===== src/rtl/pipeline_param_pkg.sv =====
// Shared constants and instruction field helpers for the parametrised
// ID/EX/WB ALU pipeline and its scoreboard.
package pipeline_param_pkg;

  // Opcodes
  localparam logic [1:0] OP_LI  = 2'b00;
  localparam logic [1:0] OP_ADD = 2'b01;
  localparam logic [1:0] OP_SUB = 2'b10;
  localparam logic [1:0] OP_AND = 2'b11;

  // Scoreboard entry encodings: bit 1 = producer in EX, bit 0 = producer in WB
  localparam logic [1:0] SB_NONE = 2'b00;
  localparam logic [1:0] SB_WB   = 2'b01;
  localparam logic [1:0] SB_EX   = 2'b10;
  localparam logic [1:0] SB_EXWB = 2'b11;

  // Upper bound on register-index width the field helpers support
  localparam int MAX_RW     = 8;
  localparam int MAX_INST_W = 2 + 3 * MAX_RW;

  typedef logic [MAX_INST_W-1:0] inst_wide_t;
  typedef logic [MAX_RW-1:0]     field_wide_t;

  // Mask covering the low rw bits of a register-index field
  function automatic field_wide_t field_mask(input int unsigned rw);
    return field_wide_t'((32'd1 << rw) - 32'd1);
  endfunction

  // inst layout: {op[1:0], rs1[rw-1:0], rs2[rw-1:0], rd[rw-1:0]}
  function automatic logic [1:0] inst_op(input inst_wide_t inst, input int unsigned rw);
    inst_wide_t s;
    s = inst >> (3 * rw);
    return s[1:0];
  endfunction

  function automatic field_wide_t inst_rs1(input inst_wide_t inst, input int unsigned rw);
    inst_wide_t s;
    s = inst >> (2 * rw);
    return s[MAX_RW-1:0] & field_mask(rw);
  endfunction

  function automatic field_wide_t inst_rs2(input inst_wide_t inst, input int unsigned rw);
    inst_wide_t s;
    s = inst >> rw;
    return s[MAX_RW-1:0] & field_mask(rw);
  endfunction

  function automatic field_wide_t inst_rd(input inst_wide_t inst, input int unsigned rw);
    return inst[MAX_RW-1:0] & field_mask(rw);
  endfunction

  // LI carries an immediate in the source fields; every other opcode reads rs1/rs2
  function automatic logic op_uses_src(input logic [1:0] op);
    return op != OP_LI;
  endfunction

endpackage


===== src/rtl/pipeline_scoreboard.sv =====
// Per-register in-flight tracker. Each entry is a 2-bit shift register:
// bit 1 marks a producer currently in EX, bit 0 a producer currently in WB.
// Also reports where each source operand's latest producer sits and whether
// an instruction with those sources must wait (interlock mode).
module pipeline_scoreboard #(
  parameter int NREG = 4,
  parameter int RW   = $clog2(NREG)
) (
  input  logic            clk,
  input  logic            rst_n,
  input  logic            accept,
  input  logic [RW-1:0]   rd,
  input  logic [RW-1:0]   rs1,
  input  logic [RW-1:0]   rs2,
  input  logic            uses_src,
  output logic [2*NREG-1:0] sb,
  output logic [1:0]      rs1_stage,
  output logic [1:0]      rs2_stage,
  output logic            stall
);
  import pipeline_param_pkg::*;

  logic [2*NREG-1:0] sb_q;
  logic [2*NREG-1:0] sb_d;

  // Advance every entry one stage; the accepted destination re-enters at EX
  always_comb begin
    sb_d = '0;
    for (int i = 0; i < NREG; i++) begin
      sb_d[2*i+1] = accept && (rd == RW'(i));
      sb_d[2*i]   = sb_q[2*i+1];
    end
  end

  // Scoreboard state, cleared by reset so nothing in flight survives it
  always_ff @(posedge clk or negedge rst_n) begin
    if (!rst_n) begin
      sb_q <= '0;
    end else begin
      sb_q <= sb_d;
    end
  end

  // Look up the pipeline position of each source's most recent producer
  always_comb begin
    rs1_stage = SB_NONE;
    rs2_stage = SB_NONE;
    for (int i = 0; i < NREG; i++) begin
      if (rs1 == RW'(i)) rs1_stage = sb_q[2*i +: 2];
      if (rs2 == RW'(i)) rs2_stage = sb_q[2*i +: 2];
    end
  end

  // Any pending producer of a used source blocks issue when not forwarding
  assign stall = uses_src && ((rs1_stage != SB_NONE) || (rs2_stage != SB_NONE));
  assign sb    = sb_q;

endmodule


===== src/rtl/pipeline_param_v.sv =====
// Parametrised 3-stage (ID/EX/WB) ALU pipeline with a scoreboard.
// FWD_EN=1 forwards EX and WB results into ID and never stalls;
// FWD_EN=0 reads only the register file and interlocks on RAW hazards.
module pipeline_param_v #(
  parameter  int DATA_W = 8,
  parameter  int NREG   = 4,
  parameter  int FWD_EN = 1,
  parameter  int CNT_W  = 16,
  localparam int RW     = $clog2(NREG),
  localparam int INST_W = 2 + 3 * RW
) (
  input  logic              clk,
  input  logic              rst,
  input  logic [INST_W-1:0] inst,
  input  logic              inst_valid,
  output logic              inst_ready,
  input  logic [RW-1:0]     dbg_rd_idx,
  output logic [DATA_W-1:0] dbg_rd_data,
  output logic [2*NREG-1:0] sb_stage,
  output logic [RW-1:0]     id_ex_rd,
  output logic              id_ex_reg_wen,
  output logic [RW-1:0]     ex_wb_rd,
  output logic              ex_wb_reg_wen,
  output logic [DATA_W-1:0] ex_wb_val,
  output logic [CNT_W-1:0]  retire_cnt
);
  import pipeline_param_pkg::*;

  // ---------------------------------------------------------------------
  // Instruction handshake: an instruction transfers on a rising edge where
  // inst_valid && inst_ready. The source keeps inst/inst_valid stable while
  // inst_valid is high and inst_ready is low. inst_ready does not depend on
  // inst_valid, and is low whenever rst is asserted.
  // ---------------------------------------------------------------------

  // Decoded ID-stage fields
  inst_wide_t          inst_w;
  logic [1:0]          op_s;
  logic [RW-1:0]       rs1_s;
  logic [RW-1:0]       rs2_s;
  logic [RW-1:0]       rd_s;
  logic                uses_src;
  logic [DATA_W-1:0]   imm_s;

  assign inst_w   = inst_wide_t'(inst);
  assign op_s     = inst_op(inst_w, RW);
  assign rs1_s    = RW'(inst_rs1(inst_w, RW));
  assign rs2_s    = RW'(inst_rs2(inst_w, RW));
  assign rd_s     = RW'(inst_rd(inst_w, RW));
  assign uses_src = op_use_src_w();
  // The {rs1,rs2} immediate is zero-extended, or truncated when wider than DATA_W
  assign imm_s    = DATA_W'({rs1_s, rs2_s});

  function automatic logic op_use_src_w();
    return op_uses_src(op_s);
  endfunction

  // Scoreboard
  logic       accept;
  logic       stall;
  logic [1:0] rs1_stage;
  logic [1:0] rs2_stage;

  assign inst_ready = rst & ((FWD_EN != 0) | ~stall);
  assign accept     = inst_valid & inst_ready;

  pipeline_scoreboard #(
    .NREG (NREG),
    .RW   (RW)
  ) u_sb (
    .clk       (clk),
    .rst_n     (rst),
    .accept    (accept),
    .rd        (rd_s),
    .rs1       (rs1_s),
    .rs2       (rs2_s),
    .uses_src  (uses_src),
    .sb        (sb_stage),
    .rs1_stage (rs1_stage),
    .rs2_stage (rs2_stage),
    .stall     (stall)
  );

  // Pipeline and architectural state
  logic [1:0]        id_ex_op_q,   id_ex_op_d;
  logic [DATA_W-1:0] id_ex_a_q,    id_ex_a_d;
  logic [DATA_W-1:0] id_ex_b_q,    id_ex_b_d;
  logic [RW-1:0]     id_ex_rd_q,   id_ex_rd_d;
  logic              id_ex_wen_q,  id_ex_wen_d;
  logic [RW-1:0]     ex_wb_rd_q,   ex_wb_rd_d;
  logic              ex_wb_wen_q,  ex_wb_wen_d;
  logic [DATA_W-1:0] ex_wb_val_q,  ex_wb_val_d;
  logic [DATA_W-1:0] regs_q [NREG];
  logic [DATA_W-1:0] regs_d [NREG];
  logic [CNT_W-1:0]  retire_cnt_q, retire_cnt_d;

  logic [DATA_W-1:0] ex_alu_result;
  logic [DATA_W-1:0] opnd_a;
  logic [DATA_W-1:0] opnd_b;

  // Operand fetch: newest producer wins (EX over WB over register file)
  always_comb begin
    opnd_a = regs_q[rs1_s];
    opnd_b = regs_q[rs2_s];
    if (FWD_EN != 0) begin
      if (rs1_stage[1])            opnd_a = ex_alu_result;
      else if (rs1_stage == SB_WB) opnd_a = ex_wb_val_q;
      if (rs2_stage[1])            opnd_b = ex_alu_result;
      else if (rs2_stage == SB_WB) opnd_b = ex_wb_val_q;
    end
  end

  // ID/EX load: accepted instruction or a bubble (write enable cleared)
  always_comb begin
    id_ex_op_d  = id_ex_op_q;
    id_ex_a_d   = id_ex_a_q;
    id_ex_b_d   = id_ex_b_q;
    id_ex_rd_d  = id_ex_rd_q;
    id_ex_wen_d = 1'b0;
    if (accept) begin
      id_ex_op_d  = op_s;
      id_ex_rd_d  = rd_s;
      id_ex_wen_d = 1'b1;
      if (op_s == OP_LI) begin
        id_ex_a_d = imm_s;
        id_ex_b_d = '0;
      end else begin
        id_ex_a_d = opnd_a;
        id_ex_b_d = opnd_b;
      end
    end
  end

  // EX: ALU, defined for every opcode; LI passes its immediate through
  always_comb begin
    ex_alu_result = id_ex_a_q;
    case (id_ex_op_q)
      OP_LI:   ex_alu_result = id_ex_a_q;
      OP_ADD:  ex_alu_result = id_ex_a_q + id_ex_b_q;
      OP_SUB:  ex_alu_result = id_ex_a_q - id_ex_b_q;
      OP_AND:  ex_alu_result = id_ex_a_q & id_ex_b_q;
      default: ex_alu_result = id_ex_a_q;
    endcase
  end

  // EX/WB load, register-file write and retire counting
  always_comb begin
    ex_wb_wen_d  = id_ex_wen_q;
    ex_wb_rd_d   = id_ex_rd_q;
    ex_wb_val_d  = ex_alu_result;
    regs_d       = regs_q;
    retire_cnt_d = retire_cnt_q;
    if (ex_wb_wen_q) begin
      regs_d[ex_wb_rd_q] = ex_wb_val_q;
      retire_cnt_d       = retire_cnt_q + CNT_W'(1);
    end
  end

  // All state; reset discards in-flight work and leaves LI in ID/EX
  always_ff @(posedge clk or negedge rst) begin
    if (!rst) begin
      id_ex_op_q   <= OP_LI;
      id_ex_a_q    <= '0;
      id_ex_b_q    <= '0;
      id_ex_rd_q   <= '0;
      id_ex_wen_q  <= 1'b0;
      ex_wb_rd_q   <= '0;
      ex_wb_wen_q  <= 1'b0;
      ex_wb_val_q  <= '0;
      retire_cnt_q <= '0;
      for (int i = 0; i < NREG; i++) begin
        regs_q[i] <= '0;
      end
    end else begin
      id_ex_op_q   <= id_ex_op_d;
      id_ex_a_q    <= id_ex_a_d;
      id_ex_b_q    <= id_ex_b_d;
      id_ex_rd_q   <= id_ex_rd_d;
      id_ex_wen_q  <= id_ex_wen_d;
      ex_wb_rd_q   <= ex_wb_rd_d;
      ex_wb_wen_q  <= ex_wb_wen_d;
      ex_wb_val_q  <= ex_wb_val_d;
      retire_cnt_q <= retire_cnt_d;
      regs_q       <= regs_d;
    end
  end

  assign dbg_rd_data   = regs_q[dbg_rd_idx];
  assign id_ex_rd      = id_ex_rd_q;
  assign id_ex_reg_wen = id_ex_wen_q;
  assign ex_wb_rd      = ex_wb_rd_q;
  assign ex_wb_reg_wen = ex_wb_wen_q;
  assign ex_wb_val     = ex_wb_val_q;
  assign retire_cnt    = retire_cnt_q;

endmodule


===== config.mk =====
export PLATFORM = sky130hd
export DESIGN_NAME = pipeline_param_v
export DESIGN_NICKNAME = d
export VERILOG_FILES = /design/src/rtl/pipeline_param_pkg.sv /design/src/rtl/pipeline_scoreboard.sv /design/src/rtl/pipeline_param_v.sv
export SDC_FILE = /design/constraint.sdc
export NUM_CORES = 1
export LEC_CHECK = 0
export ABC_AREA = 1
export CORE_AREA = 4 4 153 81
export DETAILED_ROUTE_END_ITERATION = 10
export DIE_AREA = 0 0 157 85
export GPL_TIMING_DRIVEN = 0
export PLACE_DENSITY = 0.69
export SETUP_SLACK_MARGIN = 0.4
export SYNTH_ARGS = -nofsm -noshare
export SYNTH_HDL_FRONTEND = slang
export SYNTH_SLANG_ARGS = --single-unit

===== constraint.sdc =====
create_clock -name clk -period 7.88 [get_ports clk]
set_clock_uncertainty 0.15 [all_clocks]
set_input_delay 1.576 -clock clk [delete_from_list [all_inputs] [get_ports clk]]
set_output_delay 1.576 -clock clk [all_outputs]
set_load 0.01 [all_outputs]

# == Word level (Yosys, flattened, before mapping) ==
# Index checks and enable logic that the tools add are counted.
# Widths: inputs -> output; s select.
# op_classes
add_sub_neg,3
mul,0
div_mod_pow,0
order_cmp,5
eq_ne,14
n_shift,0
mux,28
bitwise,6
n_reduce_logical,10
# ops
operator,n
$mux 8,13
$bmux 8 s2,3
$bwmux 32,1
$pmux 8 s4,1
$add 16x1->16 const B,1
$demux 8 s2,1
$eq 2x2->1 const B,8
$mux 2,8
$eq 2x1->1 const B,6
$ge 3x3->1 const B,4
$not 2->3,4
$logic_not 2->1,5
$add 8x8->8,1
$and 8x8->8,1
$sub 8x8->8,1
$logic_and 1x1->1,5
$lt 3x1->1 const B,1
$and 1x1->1,1
$mux 1,1
# totals
regBits,88
latch_bits,0
ram_bits,0
mem_bits_ro,0
inputBits,13
output_inout_bits,47
wordCells,80
memories,0

# == Logic depth before layout (Yosys ltp) ==
# logic_depth
depth_word,9
mapped_depth,20
depth_no_buf,20

# == Cells and area by module ==
# From an unflattened synthesis, not the netlist that was laid out.
# unflattened
cells_unflattened,684
area_unflattened_um2,5126.2
# modules_own_cells
module,instances,cells_each,area_per_inst_um2,seq_area_each_um2
pipeline_param_v,1,619,4662.0,2001.9
pipeline_scoreboard,1,65,464.2,200.2

# == Worst setup path before layout ==
# Ideal clock, no wire load.
# synth_timing
path_type,input port to output port
start,input dbg_rd_idx[0]
end,output dbg_rd_data[5]
t_arrival_ns,2.259
required_ns,6.154
setup_slack_ns,3.895
stages,4
n_path_buf,1
path_cell_list,inv_1 clkbuf_1 o21ai_0 o22ai_1
# synth_via
elab_chain_len,4
# synth_lines
element,line_no,text
from (decl),pipeline_param_v.sv:17,"input logic [RW-1:0] dbg_rd_idx,"
$not 2->3 (not written as such),pipeline_param_v.sv:188,assign dbg_rd_data = regs_q[dbg_rd_idx];
$bmux 8 s2,pipeline_param_v.sv:188,
$mux 8 (not written as such) (2 in series),pipeline_param_v.sv:188,
to (decl),pipeline_param_v.sv:18,"output logic [DATA_W-1:0] dbg_rd_data,"
# No other way between the ends. The select of a mux whose other input is x is not followed.

# == Final worst setup path ==
# layout_timing
start,input dbg_rd_idx[0]
end,output dbg_rd_data[4]
# Same word-level chain as after synthesis.

==> results_tabular.tex <==
\begin{tabular}{lr}
\hline
Metric & Value \\
\hline
\multicolumn{2}{l}{\textbf{Outcome}} \\
Result of the run & completed \\
\multicolumn{2}{l}{\textbf{STA}} \\
Peak clock frequency supported by timing & 0.1830 GHz \\
Finish-stage setup viols & 0 \\
Final sum of negative setup slack & 0 ns \\
Worst slew margin relative to its limit & 0.6107 \\
RSZ-0062 raised after global routing & no \\
Fin. Hold Viols & 0 \\
Share of the cycle needed by the critical path after routing & 0.6935 \\
Final count of pins violating max slew & 0 \\
Slew @ Worst Pin & 0.5819 ns \\
Final critical-path required period & 5.464 ns \\
\multicolumn{2}{l}{\textbf{Die}} \\
Placeable core area & 10910 µm² \\
Area enclosed by the die boundary & 13350 µm² \\
Die Y-Extent & 85 µm \\
Floorplan die width & 157 µm \\
Initial standard-cell utilization of the core & 0.4497 \\
I/O pin cnt & 60 \\
Standard-cell rows & 27 \\
\multicolumn{2}{l}{\textbf{GRT}} \\
Number of antenna violations at the first check in global routing & 0 \\
Total global routing track utilization & 0.2116 \\
GR Overflow Total & 0 \\
Global-route track usage on met1 & 0.3078 \\
Global-route wire length before repair & 22640 µm \\
Via count of the first global-routing pass & 4283 \\
Pin count of the biggest net entering global routing & 65 \\
Met3 track utilization from global routing & 0.04840 \\
M2 GR Usage & 0.3254 \\
Grt peak-use layer & met2 \\
\multicolumn{2}{l}{\textbf{Clock tree}} \\
Clock Latency Late Sink & 0.34 ns \\
TritonCTS clock tree & yes \\
Number of sinks handled by clock tree synthesis & 88 \\
PostCTS Resize Cnt & 0 \\
Clock-pin slew on the worst setup and hold paths & 0.07 ns \\
Number of levels the H-tree was split into & 3 \\
Clk buf depth & 2 \\
Post-cts hold buffer count & 0 \\
Buffer type at the clock tree root & sky130\_fd\_sc\_hd\_\_clkbuf\_16 \\
TritonCTS buffer count & 9 \\
Post-CTS setup-driven buffer insertion count & 0 \\
\multicolumn{2}{l}{\textbf{Pwr}} \\
Combinational share of power & 0.368 \\
Flop pwr share & 0.400 \\
Switching Share & 0.3975 \\
Maximum ir drop on the vdd rail & 0.1655 mV \\
Cell leakage power & 2.850 nW \\
Fraction of power consumed by the clock network & 0.232 \\
Power density over the cells & 314.2 nW/µm² \\
P\_sw & 749.0 µW \\
Post-layout total power & 1.884 mW \\
Cell-internal power & 1.135 mW \\
\multicolumn{2}{l}{\textbf{Yosys}} \\
Async SR Flop Fraction & 1.000 \\
Syn Area/Cell & 7.928 µm² \\
Top\_reg\_cell synth & sky130\_fd\_sc\_hd\_\_dfrtp\_1 \\
Number of synthesized flops with an enable pin & 0 \\
Library cells used by synthesis & 37 \\
Fraction of synthesized area in multiplexers & 0.002295 \\
Synthesis-stage register bit count & 88 \\
Compound-cell area share of the yosys netlist & 0.1785 \\
Warning count from the yosys run & 0 \\
Cells after Synth & 619 \\
Main combinational cell family by area after synthesis & simple AND/OR/NAND/NOR gates \\
Simple-gate share of the synthesized area & 0.2162 \\
Post-Syn Area & 4907 µm² \\
Sequential fraction of the synthesis area & 0.4488 \\
Area share of fa/ha/maj cells after synthesis & 0.03723 \\
XOR/XNOR share of the synthesized area & 0.03927 \\
Net Count, Synth & 646 \\
\multicolumn{2}{l}{\textbf{Finish}} \\
Layout fillers & 1034 \\
Area growth syn-to-layout & 22.21\% \\
Most common cell after layout, fill and taps aside & sky130\_fd\_sc\_hd\_\_nand2\_1 \\
Number of nets at the end of the flow & 716 \\
Multi-input combinational cell area & 2323 µm² \\
Final non-filler cell area & 5997 µm² \\
Fraction of layout cells with a size suffix above 1 & 0.07781 \\
FF+latch area & 2202 µm² \\
Most used cells in the layout excluding fill and tap cells & 139 x sky130\_fd\_sc\_hd\_\_nand2\_1, 88 x sky130\_fd\_sc\_hd\_\_dfrtp\_1, 74 x sky130\_fd\_sc\_hd\_\_o21ai\_0 \\
Diode insertion count for antenna repair & 0 \\
\multicolumn{2}{l}{\textbf{Worst setup path}} \\
Ordered cell list for the critical path & clkdlybuf4s50\_1 > inv\_1 > clkbuf\_1 > nor2\_1 > o22ai\_1 > clkdlybuf4s50\_1 \\
Most repeated library cell on the critical path & sky130\_fd\_sc\_hd\_\_clkdlybuf4s50\_1 \\
Arrival @ worst endpoint & 3.74 ns \\
Critical Path Fanout Max & 10 \\
Max incr delay on CP & 0.59 ns \\
Crit end category & output pin \\
Required time worst endpoint & 6.15 ns \\
Startpoint-to-endpoint class of the critical path & input port to output pin \\
Type of element launching the critical path & input port \\
Worst-path cell with the longest stage delay & sky130\_fd\_sc\_hd\_\_clkdlybuf4s50\_1 \\
\multicolumn{2}{l}{\textbf{Placement}} \\
Count of input and output buffers & 58 \\
Estimated wirelength of the detail-placed design & 10140 µm \\
GP Congestion & 0.9139 \\
Cell Area, Placed & 5694 µm² \\
\multicolumn{2}{l}{\textbf{Route}} \\
Pre-antenna DRT Iters & 5 \\
Detailed-route vias per instance & 5.418 \\
Average wire per standard cell & 16.28 µm \\
Via count & 4546 \\
Final routed wirelength across all metal layers & 13660 µm \\
Initial detailed-routing violation count & 335 \\
Number of remaining DRC errors & 0 \\
ANT nets after route & 0 \\
\multicolumn{2}{l}{\textbf{Min path}} \\
Min-Delay Path Class & register to register \\
\multicolumn{2}{l}{\textbf{Flow run}} \\
Max Cap Violations & 0 \\
\hline
\end{tabular}
==> logic make-up (layout without fill, tap and decap cells) <==
| group | Yosys count | in the layout |
|---|---|---|
| and+or+nand+nor | 246 | 246 |
| AOI/OAI and AO/OA | 157 | 157 |
| buffers and inverters | 91 | 166 |
| DFF | 88 | 88 |
| xor gates and xnor gates | 22 | 22 |
| adders and majority gates | 14 | 14 |
| muxes | 1 | 1 |
==> final timing paths <==
path,from,endpoint,slack (ns),depth (start not counted)
min in group asynchronous,rst,id_ex_a_q[6]$_DFFE_PN0P_,1.00,1
worst max-delay path,dbg_rd_idx[0],dbg_rd_data[4],2.42,6
worst min register to register,id_ex_reg_wen$_DFF_PN0_,ex_wb_reg_wen$_DFF_PN0_,0.23,0
worst min-delay path,id_ex_reg_wen$_DFF_PN0_,ex_wb_reg_wen$_DFF_PN0_,0.23,0
max in group asynchronous,rst,regs_q[11]$_DFFE_PN0P_,5.94,2
worst max register to register,id_ex_b_q[0]$_DFFE_PN0P_,id_ex_a_q[7]$_DFFE_PN0P_,5.01,19
==> routing by layer <==
metal	vias up	part of all wire
met5	-	0
met4	0	0.0078
met3	9	0.077
met2	160	0.44
met1	2167	0.47
li1	2210	-
==> metrics by stage <==
stage / hold WS (ns) / std cells / util / worst slack, ns
detailed placement: 0.2208 / 823 / 0.5218 / 2.444
floorplan: 0.2388 / 619 / - / 3.895
CTS: 0.2351 / 839 / 0.5496 / 2.427
finish: 0.2301 / 839 / 0.5496 / 2.416
global placement: 0.2091 / 822 / 0.5196 / 0.1935
global route: 0.2618 / 839 / 0.5496 / 2.318
==> cells in the mapped netlist, types with 3 or more instances <==
cell                       number  area share
sky130_fd_sc_hd__nand2_2        6      0.0076
sky130_fd_sc_hd__nor2_2         5      0.0064
sky130_fd_sc_hd__dfrtp_1       88        0.45
sky130_fd_sc_hd__ha_1          13       0.033
sky130_fd_sc_hd__inv_2          5      0.0038
sky130_fd_sc_hd__a21oi_1       27       0.028
sky130_fd_sc_hd__or2_2          4      0.0051
sky130_fd_sc_hd__nand3_1       29       0.030
sky130_fd_sc_hd__o22ai_1       34       0.043
sky130_fd_sc_hd__nor2_1        42       0.032
sky130_fd_sc_hd__nand4_1        4      0.0051
sky130_fd_sc_hd__nand2_1      139        0.11
sky130_fd_sc_hd__nor3_1         9      0.0092
sky130_fd_sc_hd__o211ai_1       6      0.0092
sky130_fd_sc_hd__a22oi_1        8       0.012
sky130_fd_sc_hd__xor2_1        14       0.025
sky130_fd_sc_hd__o21ai_1        3      0.0031
sky130_fd_sc_hd__clkbuf_1       8      0.0061
sky130_fd_sc_hd__nand3b_1       3      0.0046
sky130_fd_sc_hd__o21ai_0       74       0.075
sky130_fd_sc_hd__buf_4          7       0.011
sky130_fd_sc_hd__inv_1         66       0.050
sky130_fd_sc_hd__xnor2_1        8       0.014
==> critical path, delay by kind of cell <==
family	cells	cell delay [ns]
AOI/OAI and AO/OA	1	0.23
and+or+nand+nor	1	0.08
buffers and inverters	4	1.84
==> flip-flops by register name (all words and copies together) (netlist names) <==
name	cells
ex_wb_rd	2
ex_wb_reg_wen	1
ex_wb_val	8
id_ex_a_q	8
id_ex_b_q	8
id_ex_op_q	2
id_ex_rd	2
id_ex_reg_wen	1
regs_q	32
retire_cnt	16
u_sb.sb	8
==> power groups by stage <==
| stage | logic, mW | clock network, mW | registers, mW |
|---|---|---|---|
| after floorplan | 0.444 | 0 | 0.711 |
| after global placement | 0.669 | 0 | 0.747 |
| after detailed placement | 0.689 | 0 | 0.752 |
| after CTS | 0.693 | 0.441 | 0.744 |
| after global routing | 0.786 | 0.463 | 0.770 |
| final | 0.694 | 0.436 | 0.754 |
==> final cells by class <==
cell class	instances	share of cell area
Tap cell	145	0.03025
Inverter	74	0.04715
Clock inverter	7	0.01294
Multi-Input combinational cell	440	0.3874
Clock buffer	9	0.03755
Buffer	17	0.01648
Timing Repair Buffer	59	0.1010
Sequential cell	88	0.3672
Note: power is estimated with default switching activity, not from simulation.
